<file path="src/rtl/alu_rr_arbiter_pkg.sv">
// ---------------------------------------------------------------------------
// alu_rr_arbiter_pkg
// Shared definitions for the two-requester shift/ALU arbiter:
//   - default datapath widths
//   - ALU opcode constants
//   - bit positions of the {N,Z,C,V} flag vector
//   - FSM state encoding for the arbiter controller
//   - a packed flag struct and the round-robin pick helper
// ---------------------------------------------------------------------------
package alu_rr_arbiter_pkg;

    localparam int DATA_W_DEF  = 5;
    localparam int SHAMT_W_DEF = 2;
    localparam int OPC_W_DEF   = 3;

    localparam logic [2:0] OP_ADD = 3'b000;
    localparam logic [2:0] OP_SUB = 3'b001;
    localparam logic [2:0] OP_AND = 3'b010;
    localparam logic [2:0] OP_OR  = 3'b011;
    localparam logic [2:0] OP_XOR = 3'b100;

    // Positions inside the 4-bit flag vector {N,Z,C,V}
    localparam int FLAG_N = 3;
    localparam int FLAG_Z = 2;
    localparam int FLAG_C = 1;
    localparam int FLAG_V = 0;

    localparam logic [1:0] ST_IDLE = 2'd0;
    localparam logic [1:0] ST_EXEC = 2'd1;
    localparam logic [1:0] ST_RESP = 2'd2;

    typedef struct packed {
        logic n;
        logic z;
        logic c;
        logic v;
    } alu_flags_t;

    // One-hot grant for two requesters. When both are valid the requester
    // that was NOT served last wins; otherwise the lone valid one wins.
    function automatic logic [1:0] rr_pick(input logic [1:0] valid,
                                           input logic       last);
        logic [1:0] g;
        g = valid;
        if (valid == 2'b11) begin
            g = last ? 2'b01 : 2'b10;
        end
        return g;
    endfunction

endpackage

</file>
<file path="src/rtl/alu_rr_arbiter_shift_alu_datapath.sv">
// ---------------------------------------------------------------------------
// shift_alu_datapath
// Purely combinational pre-shift + ALU + flag generation.
//   Operand a is shifted first (left, or logical right), then combined with b.
//   Every intermediate value is truncated to DATA_W.
// Ports
//   i_a       in   DATA_W   operand a (pre-shifted)
//   i_b       in   DATA_W   operand b
//   i_op      in   OPC_W    000 add, 001 sub, 010 and, 011 or, 100 xor, else 0
//   i_sh      in   SHAMT_W  shift amount for a
//   i_dir     in   1        0 = shift left, 1 = logical shift right
//   o_result  out  DATA_W   ALU result
//   o_flags   out  4        {N,Z,C,V}
// ---------------------------------------------------------------------------
module shift_alu_datapath
    import alu_rr_arbiter_pkg::*;
#(
    parameter int DATA_W  = DATA_W_DEF,
    parameter int SHAMT_W = SHAMT_W_DEF,
    parameter int OPC_W   = OPC_W_DEF
) (
    input  logic [DATA_W-1:0]  i_a,
    input  logic [DATA_W-1:0]  i_b,
    input  logic [OPC_W-1:0]   i_op,
    input  logic [SHAMT_W-1:0] i_sh,
    input  logic               i_dir,
    output logic [DATA_W-1:0]  o_result,
    output logic [3:0]         o_flags
);

    logic [DATA_W-1:0] w_a_sh;
    logic [DATA_W-1:0] w_b_eff;
    logic [DATA_W:0]   w_sum;
    logic [DATA_W-1:0] w_result;
    alu_flags_t        w_flags;

    assign w_a_sh  = i_dir ? (i_a >> i_sh) : (i_a << i_sh);

    // op[0] selects two's-complement subtract: a' + ~b + 1.
    assign w_b_eff = i_op[0] ? ~i_b : i_b;
    assign w_sum   = {1'b0, w_a_sh} + {1'b0, w_b_eff} + {{DATA_W{1'b0}}, i_op[0]};

    always_comb begin
        w_result = '0;
        case (i_op)
            OPC_W'(OP_ADD): w_result = w_sum[DATA_W-1:0];
            OPC_W'(OP_SUB): w_result = w_sum[DATA_W-1:0];
            OPC_W'(OP_AND): w_result = w_a_sh & i_b;
            OPC_W'(OP_OR):  w_result = w_a_sh | i_b;
            OPC_W'(OP_XOR): w_result = w_a_sh ^ i_b;
            default:        w_result = '0;
        endcase
    end

    // C and V are gated only by op[1], so opcodes 100/101 still report the
    // carry/overflow of the add/sub adder. Downstream relies on that.
    always_comb begin
        w_flags   = '0;
        w_flags.n = w_result[DATA_W-1];
        w_flags.z = (w_result == '0);
        w_flags.c = ~i_op[1] & w_sum[DATA_W];
        w_flags.v = ~i_op[1]
                  & ~(w_a_sh[DATA_W-1] ^ i_b[DATA_W-1] ^ i_op[0])
                  &  (w_a_sh[DATA_W-1] ^ w_sum[DATA_W-1]);
    end

    assign o_result = w_result;
    assign o_flags  = w_flags;

endmodule

</file>
<file path="src/rtl/alu_rr_arbiter.sv">
// ---------------------------------------------------------------------------
// alu_rr_arbiter
// Shares one shift/ALU datapath between two issuing units. A round-robin
// arbiter accepts one request at a time, latches its operands, evaluates
// them in the datapath and returns result, flags and requester ID on a
// registered valid/ready response channel. At most one op is in flight,
// giving a peak rate of one op every three cycles.
//
// State table
//   state    | meaning
//   ST_IDLE  | waiting for a request; req_ready follows the grant
//   ST_EXEC  | datapath evaluates latched operands; response registered
//   ST_RESP  | rsp_valid high, payload frozen until rsp_ready
//
// Ports
//   clk          in   1        rising-edge clock
//   reset        in   1        asynchronous active-high reset
//   req_valid    in   2        request valid per requester
//   req_ready    out  2        request accept per requester (combinational)
//   req_a0/1     in   DATA_W   operand a, requester 0/1
//   req_b0/1     in   DATA_W   operand b, requester 0/1
//   req_op0/1    in   OPC_W    ALU opcode, requester 0/1
//   req_sh0/1    in   SHAMT_W  shift amount for a, requester 0/1
//   req_dir0/1   in   1        shift direction, requester 0/1
//   rsp_valid    out  1        response valid
//   rsp_ready    in   1        response accept
//   rsp_id       out  1        requester that issued this response
//   rsp_result   out  DATA_W   ALU result
//   rsp_flags    out  4        {N,Z,C,V}
//   busy         out  1        high whenever not in ST_IDLE
// ---------------------------------------------------------------------------
module alu_rr_arbiter
    import alu_rr_arbiter_pkg::*;
#(
    parameter int DATA_W  = DATA_W_DEF,
    parameter int SHAMT_W = SHAMT_W_DEF,
    parameter int OPC_W   = OPC_W_DEF
) (
    input  logic               clk,
    input  logic               reset,
    input  logic [1:0]         req_valid,
    output logic [1:0]         req_ready,
    input  logic [DATA_W-1:0]  req_a0,
    input  logic [DATA_W-1:0]  req_a1,
    input  logic [DATA_W-1:0]  req_b0,
    input  logic [DATA_W-1:0]  req_b1,
    input  logic [OPC_W-1:0]   req_op0,
    input  logic [OPC_W-1:0]   req_op1,
    input  logic [SHAMT_W-1:0] req_sh0,
    input  logic [SHAMT_W-1:0] req_sh1,
    input  logic               req_dir0,
    input  logic               req_dir1,
    output logic               rsp_valid,
    input  logic               rsp_ready,
    output logic               rsp_id,
    output logic [DATA_W-1:0]  rsp_result,
    output logic [3:0]         rsp_flags,
    output logic               busy
);

    logic [1:0]         r_state;
    logic               r_rr_last;

    logic [DATA_W-1:0]  r_a;
    logic [DATA_W-1:0]  r_b;
    logic [OPC_W-1:0]   r_op;
    logic [SHAMT_W-1:0] r_sh;
    logic               r_dir;
    logic               r_id;

    logic               r_rsp_valid;
    logic               r_rsp_id;
    logic [DATA_W-1:0]  r_rsp_result;
    logic [3:0]         r_rsp_flags;

    logic [1:0]         w_grant;
    logic               w_accept;
    logic               w_sel;
    logic [DATA_W-1:0]  w_dp_result;
    logic [3:0]         w_dp_flags;

    // ---------------- arbitration ----------------
    assign w_grant   = rr_pick(req_valid, r_rr_last);
    assign req_ready = (r_state == ST_IDLE) ? w_grant : 2'b00;

    // req_ready is one-hot or zero, so bit 1 directly names the winner.
    assign w_accept  = |(req_valid & req_ready);
    assign w_sel     = req_ready[1];

    // ---------------- datapath ----------------
    shift_alu_datapath #(
        .DATA_W  (DATA_W),
        .SHAMT_W (SHAMT_W),
        .OPC_W   (OPC_W)
    ) u_datapath (
        .i_a      (r_a),
        .i_b      (r_b),
        .i_op     (r_op),
        .i_sh     (r_sh),
        .i_dir    (r_dir),
        .o_result (w_dp_result),
        .o_flags  (w_dp_flags)
    );

    // ---------------- control FSM and registers ----------------
    always_ff @(posedge clk or posedge reset) begin
        if (reset) begin
            r_state      <= ST_IDLE;
            r_rr_last    <= 1'b1;
            r_a          <= '0;
            r_b          <= '0;
            r_op         <= '0;
            r_sh         <= '0;
            r_dir        <= 1'b0;
            r_id         <= 1'b0;
            r_rsp_valid  <= 1'b0;
            r_rsp_id     <= 1'b0;
            r_rsp_result <= '0;
            r_rsp_flags  <= '0;
        end else begin
            case (r_state)
                ST_IDLE: begin
                    if (w_accept) begin
                        r_a       <= w_sel ? req_a1   : req_a0;
                        r_b       <= w_sel ? req_b1   : req_b0;
                        r_op      <= w_sel ? req_op1  : req_op0;
                        r_sh      <= w_sel ? req_sh1  : req_sh0;
                        r_dir     <= w_sel ? req_dir1 : req_dir0;
                        r_id      <= w_sel;
                        r_rr_last <= w_sel;
                        r_state   <= ST_EXEC;
                    end
                end

                ST_EXEC: begin
                    r_rsp_result <= w_dp_result;
                    r_rsp_flags  <= w_dp_flags;
                    r_rsp_id     <= r_id;
                    r_rsp_valid  <= 1'b1;
                    r_state      <= ST_RESP;
                end

                ST_RESP: begin
                    // Payload registers are left untouched so the last
                    // response stays visible after the handshake.
                    if (rsp_ready) begin
                        r_rsp_valid <= 1'b0;
                        r_state     <= ST_IDLE;
                    end
                end

                default: begin
                    r_rsp_valid <= 1'b0;
                    r_state     <= ST_IDLE;
                end
            endcase
        end
    end

    assign rsp_valid  = r_rsp_valid;
    assign rsp_id     = r_rsp_id;
    assign rsp_result = r_rsp_result;
    assign rsp_flags  = r_rsp_flags;
    assign busy       = (r_state != ST_IDLE);

endmodule

</file>
<file path="config.mk">
export PLATFORM = sky130hd
export DESIGN_NAME = alu_rr_arbiter
export DESIGN_NICKNAME = d
export VERILOG_FILES = /design/src/rtl/alu_rr_arbiter_pkg.sv /design/src/rtl/alu_rr_arbiter_shift_alu_datapath.sv /design/src/rtl/alu_rr_arbiter.sv
export SDC_FILE = /design/constraint.sdc
export NUM_CORES = 1
export LEC_CHECK = 0
export CAP_MARGIN = 30
export CORE_MARGIN = 1.5
export CORE_UTILIZATION = 47
export DETAILED_ROUTE_END_ITERATION = 16
export MAX_ROUTING_LAYER = met4
export PLACE_DENSITY = 0.82
export SLEW_MARGIN = 25
export SYNTH_ARGS = -nofsm -noshare
export SYNTH_HDL_FRONTEND = slang
export SYNTH_HIERARCHICAL = 1
export SYNTH_SLANG_ARGS = --single-unit
</file>
<file path="constraint.sdc">
create_clock -name clk -period 3.2 [get_ports clk]
set_input_delay 0.64 -clock clk [delete_from_list [all_inputs] [get_ports clk]]
set_output_delay 0.64 -clock clk [all_outputs]
set_load 0.01 [all_outputs]
</file>
==> flow_summary.json, run 1 <==
{
  "ys_ff_latch": 31,
  "multiInputGateArea_mm2": 0.00142,
  "clockBufferDepth": 2,
  "postCtsHoldBufs": 0,
  "hold_viol": 0,
  "vias_per_cell": 5.71,
  "nNetsFinal": 345,
  "fin_crit_sh_pct": 92.9,
  "die_w_um": 74.3,
  "drt-initial-drc-count": 103,
  "dp_hpwl_um": 4270,
  "max_cap_violations": 0,
  "worst_ir_drop_vdd_v": 0.000569,
  "min-delay-path-class": "register to register",
  "coreArea_mm2": 0.00482,
  "slowest_delay_ps": 540,
  "slew_headroom_pct": 37.4,
  "grt_pass1_vias": 2073,
  "path_class": "register to register",
  "clkSlewWorstSetupHoldPaths_ps": 70,
  "synth_top_family_by_area": "compound AO/OA/AOI/OAI gates",
  "yosys_warnings": 6,
  "synth_xor_xnor_area_share_pct": 3.29,
  "drive_above_1_share_pct": 12.9,
  "fp.dieH_um": 74.3,
  "antenna_found_initial": 0,
  "tns_ps": 0,
  "path_buf_inv": 1,
  "synthCells": 246,
  "rsz0062_at_grt": "no",
  "setup_viol": 0,
  "netlist_area_mm2": 0.00239,
  "num_rows": 25,
  "synth-compound-area-share_pct": 29.6,
  "slew_violations": 0,
  "place.gp.congestion": 0.898,
  "io_pins": 51,
  "synth_fp_nets": 298,
  "grtUsageTotal_pct": 23.6,
  "syn_avg_cell_area_um2": 9.72,
  "numCtsBuffers": 5,
  "muxShareOfSynthArea_pct": 8.32,
  "period_needed_ps": 2970,
  "synth-main-ff-cell": "dfrtp_1",
  "htree_levels": 2,
  "start_util_pct": 49.7,
  "wirelength_um": 5540,
  "clock_skew_ps": 7.83,
  "synth-edff-count": 0,
  "cp-start-kind": "register",
  "cts_tree": "built",
  "grt_max_degree": 32,
  "synthSimpleGateAreaFrac_pct": 9.68,
  "post_cts.repair.setup_buffers": 0,
  "seqCellArea_um2": 777,
  "status": "finished, final reports clean",
  "crit_arrival_ps": 3150,
  "dr.pass1.iters": 4,
  "antennaDiodeCount": 0,
  "cellLeakagePower_nw": 1.43,
  "drtAntennaViolNets": 0,
  "crit_chain": "mux4_1, a21oi_2, inv_1, fa_1, a21o_1, a21oi_1, xnor2_1, o31a_1, nor4_2, mux2_2",
  "io_buffers": 50,
  "drc": 0,
  "cellPowerDensity_mw_per_mm2": 1160,
  "clock_latency_ps": 280,
  "cts_root_buffer": "clkbuf_8",
  "seq_area_frac_synth_pct": 32.5,
  "dr_total_vias": 2061,
  "die_area_mm2": 0.00553,
  "overflow": 0,
  "crit_path_end_kind": "register",
  "cts.sinks": 31,
  "worst_pin_slew_ps": 938,
  "area_growth_pct": 26.3,
  "cp_top_family": "multiplexers",
  "post_drt_wl_per_cell_um": 15.3,
  "slowest_stage": "mux4_1",
  "synth_fa_ha_area_share_pct": 8.16,
  "worst_hold_slack_ps": 490,
  "async_flop_share_pct": 100,
  "cp.required_ps": 3370,
  "cp_max_fo": 6,
  "max_freq_mhz": 336,
  "yosys.cell_types.count": 53,
  "num-fill-cells": 416,
  "grt_first_pass_wirelength_um": 9770
}
==> cells by family (layout without fill, tap and decap cells) <==
group	count (synthesis)	count (layout)
AO/OA/AOI/OAI	87	87
XOR/XNOR	9	9
adder cells (fa/ha/maj)	15	15
buffers and inverters	44	92
flip-flops	31	31
multiplexers	17	17
AND/OR/NAND/NOR	43	43
==> worst paths after layout <==
path                       cells after the start    from            to  slack [ps]
min reg2reg                                    1    r_id          r_id         490
max reg2reg                                   10  r_a[2]  rsp_flags[2]         230
min in group asynchronous                      3   reset  rsp_flags[3]         740
min                                            1    r_id          r_id         490
max                                           10  r_a[2]  rsp_flags[2]         230
max in group asynchronous                      3   reset     r_rr_last        2150
==> cells in the mapped netlist, types with 2 or more instances <==
cell | n | area share [%]
o21ai_0 | 6 | 1.3
a2111oi_0 | 8 | 2.9
xor2_1 | 6 | 2.2
a22oi_1 | 2 | 0.63
a211o_1 | 16 | 5.9
buf_6 | 3 | 1.4
a21o_1 | 6 | 1.9
nand2_1 | 9 | 1.4
nand2b_1 | 2 | 0.52
nor2b_1 | 3 | 0.78
mux2i_1 | 6 | 2.5
dfrtp_1 | 30 | 31
mux2_2 | 10 | 4.7
a21oi_1 | 9 | 1.9
nor3b_1 | 2 | 0.63
o31a_1 | 2 | 0.73
o21a_1 | 17 | 5.3
ha_1 | 14 | 7.3
buf_2 | 10 | 2.1
inv_1 | 24 | 3.8
xnor2_1 | 3 | 1.1
nand3b_1 | 2 | 0.63
nand3_1 | 2 | 0.42
nor3_1 | 2 | 0.42
clkbuf_1 | 5 | 0.78
o2111a_1 | 9 | 4.2
nor2_1 | 12 | 1.9
==> cells in the final DEF (no fill, tap or decap), drive strengths merged, types with 2 or more instances in the layout <==
cell type      count
a2111oi            8
a211o             16
a21o               6
a21oi              9
a22oi              2
buf                9
clkbuf             5
clkdlybuf4s50     50
clkinv             4
dfrtp             30
ha                14
inv               24
mux2              10
mux2i              6
nand2             10
nand2b             2
nand3              2
nand3b             2
nor2              13
nor2b              3
nor3               2
nor3b              2
o2111a             9
o21a              17
o21ai              6
o31a               2
xnor2              3
xor2               6
==> sequential cells by signal, indices dropped and copies added (netlist names), 2 cells and up <==
register	count
r_a	5
r_b	5
rsp_result	5
rsp_flags	4
r_op	3
r_sh	2
r_state	2
==> final cells by class <==
cell class                      count  area share (%)
Timing Repair Buffer               59            18.8
Tap cell                           67            2.77
Clock inverter                      3           0.497
Sequential cell                    31            25.7
Clock buffer                        5            2.28
Multi-Input combinational cell    171            46.8
Inverter                           25            3.11
==> metrics by stage <==
step	cells	total power, mW	area [µm²]	utilization, %	setup WS (ps)
after floorplan	246	2.62	2390	-	104
after global placement	353	3.08	2930	60.9	328
after detailed placement	353	3.18	2930	60.9	236
after CTS	361	3.48	3020	62.6	219
after global routing	361	3.83	3020	62.7	51.7
final	361	3.49	3020	62.7	227
==> worst register-to-register path: stages (launching register included) <==
cell     delay [ps]
dfrtp_1         430
mux4_1          540
a21oi_2         180
inv_1           110
fa_1            470
a21o_1          200
a21oi_1         190
xnor2_1         200
o31a_1          230
nor4_2           60
mux2_2          270
==> power breakdown <==
| part | internal, mW | switching, mW |
|---|---|---|
| Combinational | 1.19 | 1.15 |
| Sequential | 0.584 | 0.273 |
| Clock | 0.148 | 0.145 |
| Total | 1.92 | 1.57 |
==> timing repair <==
action,in CTS,in global routing
hold endpoints to repair,0,0
gates resized for setup,0,1
setup endpoints to repair,0,1
==> per-layer routing <==
| metal | GRT usage (%) | part of all wire [%] | vias up |
|---|---|---|---|
| met5 | - | 0 | - |
| met3 | 4.07 | 5.1 | 6 |
| li1 | - | - | 993 |
| met4 | 7.07 | 1.0 | 0 |
| met2 | 36.3 | 48 | 71 |
| met1 | 32.1 | 46 | 991 |
Power figures use the tool's default switching activity.
==> run 2: changes to the inputs <==
--- a/config.mk
+++ b/config.mk
@@ -11,6 +11,7 @@
 export DETAILED_ROUTE_END_ITERATION = 16
 export MAX_ROUTING_LAYER = met4
 export PLACE_DENSITY = 0.82
+export RECOVER_POWER = 50
 export SLEW_MARGIN = 25
 export SYNTH_ARGS = -nofsm -noshare
 export SYNTH_HDL_FRONTEND = slang
==> flow_summary.json, run 2 (synthesis gave the netlist of run 1 again) <==
{
  "vias_per_cell": 5.69,
  "grt_max_degree": 32,
  "clkSlewWorstSetupHoldPaths_ps": 70,
  "instances_no_fill": 361,
  "antennaDiodeCount": 0,
  "fin_crit_sh_pct": 93.0,
  "cts_tree": "built",
  "path_class": "register to register",
  "reg2reg_slack_ps": 220,
  "drt-initial-drc-count": 134,
  "placed_cells": 353,
  "slew_violations": 32,
  "violations": "capacitance limit, slew limit",
  "drc": 0,
  "cp.required_ps": 3380,
  "hold_viol": 0,
  "place.gp.congestion": 0.898,
  "post_drt_wl_per_cell_um": 15.3,
  "io_pins": 51,
  "grtUsageTotal_pct": 23.6,
  "slowest_delay_ps": 540,
  "min-delay-path-class": "register to register",
  "num_rows": 25,
  "cp_top_family": "multiplexers",
  "overflow": 0,
  "post_cts.repair.setup_buffers": 0,
  "cp_max_fo": 6,
  "setup_viol": 0,
  "worst_pin_slew_ps": 1610,
  "status": "finished, violations left",
  "period_needed_ps": 2980,
  "p_int_mw": 1.91,
  "coreArea_mm2": 0.00482,
  "slowest_stage": "mux4_1",
  "crit_chain": "mux4_1, a21oi_2, inv_1, fa_1, a21o_1, a21oi_1, xnor2_1, o31a_1, nor4_2, mux2_2",
  "crit_path_end_kind": "register",
  "final_common_cell": "clkdlybuf4s50_1",
  "die_area_mm2": 0.00553,
  "layout_common_cells": "clkdlybuf4s50_1, dfrtp_1, inv_1",
  "numCtsBuffers": 5,
  "cp-start-kind": "register",
  "dr_total_vias": 2053,
  "die_w_um": 74.3,
  "cts.sinks": 31,
  "max_freq_mhz": 336,
  "dp_hpwl_um": 4270,
  "rsz0062_at_grt": "no",
  "start_util_pct": 49.7,
  "path_buf_inv": 1,
  "tns_ps": 0,
  "post-route-util_pct": 62.6,
  "worst_ir_drop_vdd_v": 0.000559,
  "drive_above_1_share_pct": 12.6,
  "slew_headroom_pct": -7.53,
  "postCtsHoldBufs": 0,
  "crit_arrival_ps": 3150,
  "seqPwrFrac_pct": 24.6,
  "cellPowerDensity_mw_per_mm2": 1150,
  "p_switching_mw": 1.57,
  "nNetsFinal": 345,
  "io_buffers": 50,
  "cts_root_buffer": "clkbuf_8",
  "p_comb_share_pct": 66.9,
  "drtAntennaViolNets": 0,
  "grt_pass1_vias": 2073,
  "wirelength_um": 5530,
  "cellLeakagePower_nw": 1.43,
  "area_growth_pct": 26.2,
  "htree_levels": 2,
  "grt_first_pass_wirelength_um": 9770,
  "max_cap_violations": 1,
  "fp.dieH_um": 74.3,
  "dr.pass1.iters": 4,
  "p_sw_share_pct": 45.1,
  "power_mw": 3.48,
  "clockBufferDepth": 2,
  "clock_latency_ps": 290,
  "p_clk_share_pct": 8.4,
  "antenna_found_initial": 0,
  "clock_skew_ps": 8.24
}
run 2: changes by cell type in the layout (fill, tap and decap cells not counted):
| cell | before | now |
|---|---|---|
| clkdlybuf4s50_1 | 50 | 44 |
| dlygate4sd3_1 | 0 | 6 |
| buf_4 | 9 | 8 |
| clkbuf_1 | 0 | 1 |
run 2: power by group through the flow:
stage | Combinational, mW | Sequential (mW) | Clock, mW
4_1_cts | 2.32 | 0.855 | 0.299
5_1_grt | 2.61 | 0.902 | 0.314
2_1_floorplan | 1.87 | 0.748 | 0
3_3_place_gp | 2.23 | 0.849 | 0
6_report | 2.33 | 0.859 | 0.294
3_5_place_dp | 2.32 | 0.862 | 0
run 2: what timing repair did:
| item | 4_1_cts | 5_1_grt |
|---|---|---|
| gates resized for setup | 0 | 1 |
| hold endpoints to repair | 0 | 0 |
| endpoints found under the setup margin | 0 | 1 |
run 2: final timing paths:
check,endpoint,startpoint,cells past startpoint
setup / recovery,rsp_flags[2],r_a[2],10
hold / removal,r_id,r_id,1
setup reg to reg,rsp_flags[2],r_a[2],10
hold reg to reg,r_id,r_id,1
max in group asynchronous,r_dir,reset,3
min in group asynchronous,rsp_result[3],reset,3
run 2: through the flow:
stage | hold slack, ps | instance area, µm² | setup slack (ps)
after global routing | 512 | 3020 | 51.7
after detailed placement | 478 | 2930 | 236
after global placement | 459 | 2930 | 328
final | 491 | 3020 | 224
after CTS | 493 | 3020 | 219
after floorplan | 444 | 2390 | 104
run 2: final cells by class:
| type | instances | area [µm²] |
|---|---|---|
| clock buffers | 5 | 68.8 |
| clock inverters | 3 | 15.0 |
| fillers | 418 | 1800 |
| inverters | 25 | 93.8 |
| multi-input cells | 171 | 1420 |
| flip-flops and latches | 31 | 777 |
| well taps | 67 | 83.8 |
| repair buffers | 59 | 564 |
run 2: per-layer routing:
layer  up-vias  track usage, %  share of wire (%)
li1        996               -                  -
met1       991            32.1                 46
met2        60            36.3                 49
met3         6            4.07                3.8
met4         0            7.07                1.0
met5         -               -                  0
==> run 3: changes to the inputs <==
==> constraint.sdc (replaced) <==
create_clock -name clk -period 2.6 [get_ports clk]
set_input_delay 0.52 -clock clk [delete_from_list [all_inputs] [get_ports clk]]
set_output_delay 0.52 -clock clk [all_outputs]
set_load 0.01 [all_outputs]
==> flow_summary.json, run 3 (synthesis gave the netlist of run 1 again) <==
{
  "status": "finished, violations left",
  "violations": "capacitance limit, slew limit, setup timing",
  "cellLeakagePower_nw": 1.64,
  "hold_viol": 0,
  "fin_crit_sh_pct": 107,
  "post-route-util_pct": 71.8,
  "clkSlewWorstSetupHoldPaths_ps": 70,
  "worst_ir_drop_vdd_v": 0.000809,
  "rsz0062_at_grt": "yes",
  "layout_common_cells": "clkdlybuf4s50_1, buf_4, dfrtp_1",
  "crit_chain": "mux4_2, a21oi_4, inv_2, fa_2, a21o_1, a21oi_2, xnor2_2, buf_4, xor2_1, nor3_1, mux2_4",
  "overflow": 0,
  "cts.sinks": 31,
  "grt_max_degree": 32,
  "coreArea_mm2": 0.00482,
  "tns_ps": -747,
  "io_buffers": 50,
  "antennaDiodeCount": 0,
  "htree_levels": 2,
  "vias_per_cell": 5.63,
  "postLayoutSetupSlackWorst_ps": -171,
  "drc": 0,
  "placed_cells": 376,
  "whs_path_depth": 1,
  "clock_skew_ps": 7.44,
  "die_area_mm2": 0.00553,
  "path_class": "register to register",
  "worst_hold_slack_ps": 482,
  "num-fill-cells": 349,
  "fp.dieH_um": 74.3,
  "min-delay-path-class": "register to register",
  "nNetsFinal": 380,
  "postCtsHoldBufs": 0,
  "crit_arrival_ps": 2950,
  "cts_tree": "built",
  "slowest_delay_ps": 550,
  "clockBufferDepth": 2,
  "io_pins": 51,
  "setup_viol": 7,
  "postPlaceCellArea_mm2": 0.00312,
  "cts_root_buffer": "clkbuf_8",
  "drt-initial-drc-count": 151,
  "numCtsBuffers": 5,
  "dp_slack_ps": -155,
  "cp.required_ps": 2780,
  "fin_area_mm2": 0.00346,
  "period_needed_ps": 2770,
  "dr_total_vias": 2228,
  "post_drt_wl_per_cell_um": 15.9,
  "dr.pass1.iters": 4,
  "worst_pin_slew_ps": 1660,
  "slowest_stage": "mux4_2",
  "area_growth_pct": 44.7,
  "slew_headroom_pct": -10.5,
  "slew_violations": 32,
  "clock_latency_ps": 290,
  "crit_path_end_kind": "register",
  "instances_no_fill": 396,
  "wirelength_um": 6300,
  "grt_pass1_vias": 2266,
  "final_common_cell": "clkdlybuf4s50_1",
  "dp_hpwl_um": 4440,
  "max_freq_mhz": 361,
  "num_rows": 25,
  "drive_above_1_share_pct": 28.0,
  "place.gp.congestion": 0.910,
  "power_mw": 5.70,
  "die_w_um": 74.3,
  "max_cap_violations": 1,
  "cp-start-kind": "register",
  "drtAntennaViolNets": 0,
  "grtUsageTotal_pct": 25.7,
  "start_util_pct": 49.7,
  "cp_max_fo": 4,
  "grt_first_pass_wirelength_um": 10600,
  "antenna_found_initial": 0,
  "cellPowerDensity_mw_per_mm2": 1650,
  "r2r_cells": 11
}
run 3: changes by cell type in the layout (fill, tap and decap cells not counted), moves of 3 or more:
cell             change
ha_4                 +3
mux2_2               -6
buf_4               +33
a21oi_1              -3
ha_1                 -3
dlygate4sd3_1        -4
clkdlybuf4s50_1      +4
mux2_4               +6
run 3: layer usage:
layer	GRT usage, %	vias to the layer above	share of wire (%)
met5	-	-	0
met4	7.07	0	2.2
met3	3.79	16	5.3
met2	42.6	75	48
met1	33.0	1070	45
li1	-	1067	-
run 3: worst paths after layout:
kind / start / to / slack (ps)
setup reg to reg: r_sh[0] / rsp_flags[0] / -170
setup / recovery: r_sh[0] / rsp_flags[0] / -170
hold / removal: r_id / r_id / 480
min in group asynchronous: reset / rsp_flags[0] / 1250
max in group asynchronous: reset / r_dir / 260
hold reg to reg: r_id / r_id / 480
run 3: area by class of cell:
type | instances | area, µm² | area share (%)
Clock inverter | 2 | 35.0 | 1.01
Tap cell | 67 | 83.8 | 2.42
Inverter | 25 | 93.8 | 2.71
Clock buffer | 6 | 82.6 | 2.39
Timing Repair Buffer | 94 | 835 | 24.1
Multi-Input combinational cell | 171 | 1550 | 44.9
Sequential cell | 31 | 778 | 22.5
run 3: critical path: cells and delay by family (launching register included):
family / cells / cell delay (ps)
XOR/XNOR: 2 / 280
multiplexers: 2 / 820
AND/OR/NAND/NOR: 1 / 70
flip-flops: 1 / 430
adder cells (fa/ha/maj): 1 / 350
buffers and inverters: 2 / 210
AO/OA/AOI/OAI: 3 / 500
run 3: power breakdown:
part           leakage (nW)  switching [mW]  total, mW  internal [mW]
sequential            0.381           0.288       1.01          0.722
combinational          1.20            1.90       4.20           2.30
clock                0.0612           0.183      0.493          0.310
run 3: timing repair:
item	in CTS	in global routing
buffers inserted	6	6
resized for setup	13	18
endpoints found under the setup margin	6	8
pin swaps	7	10
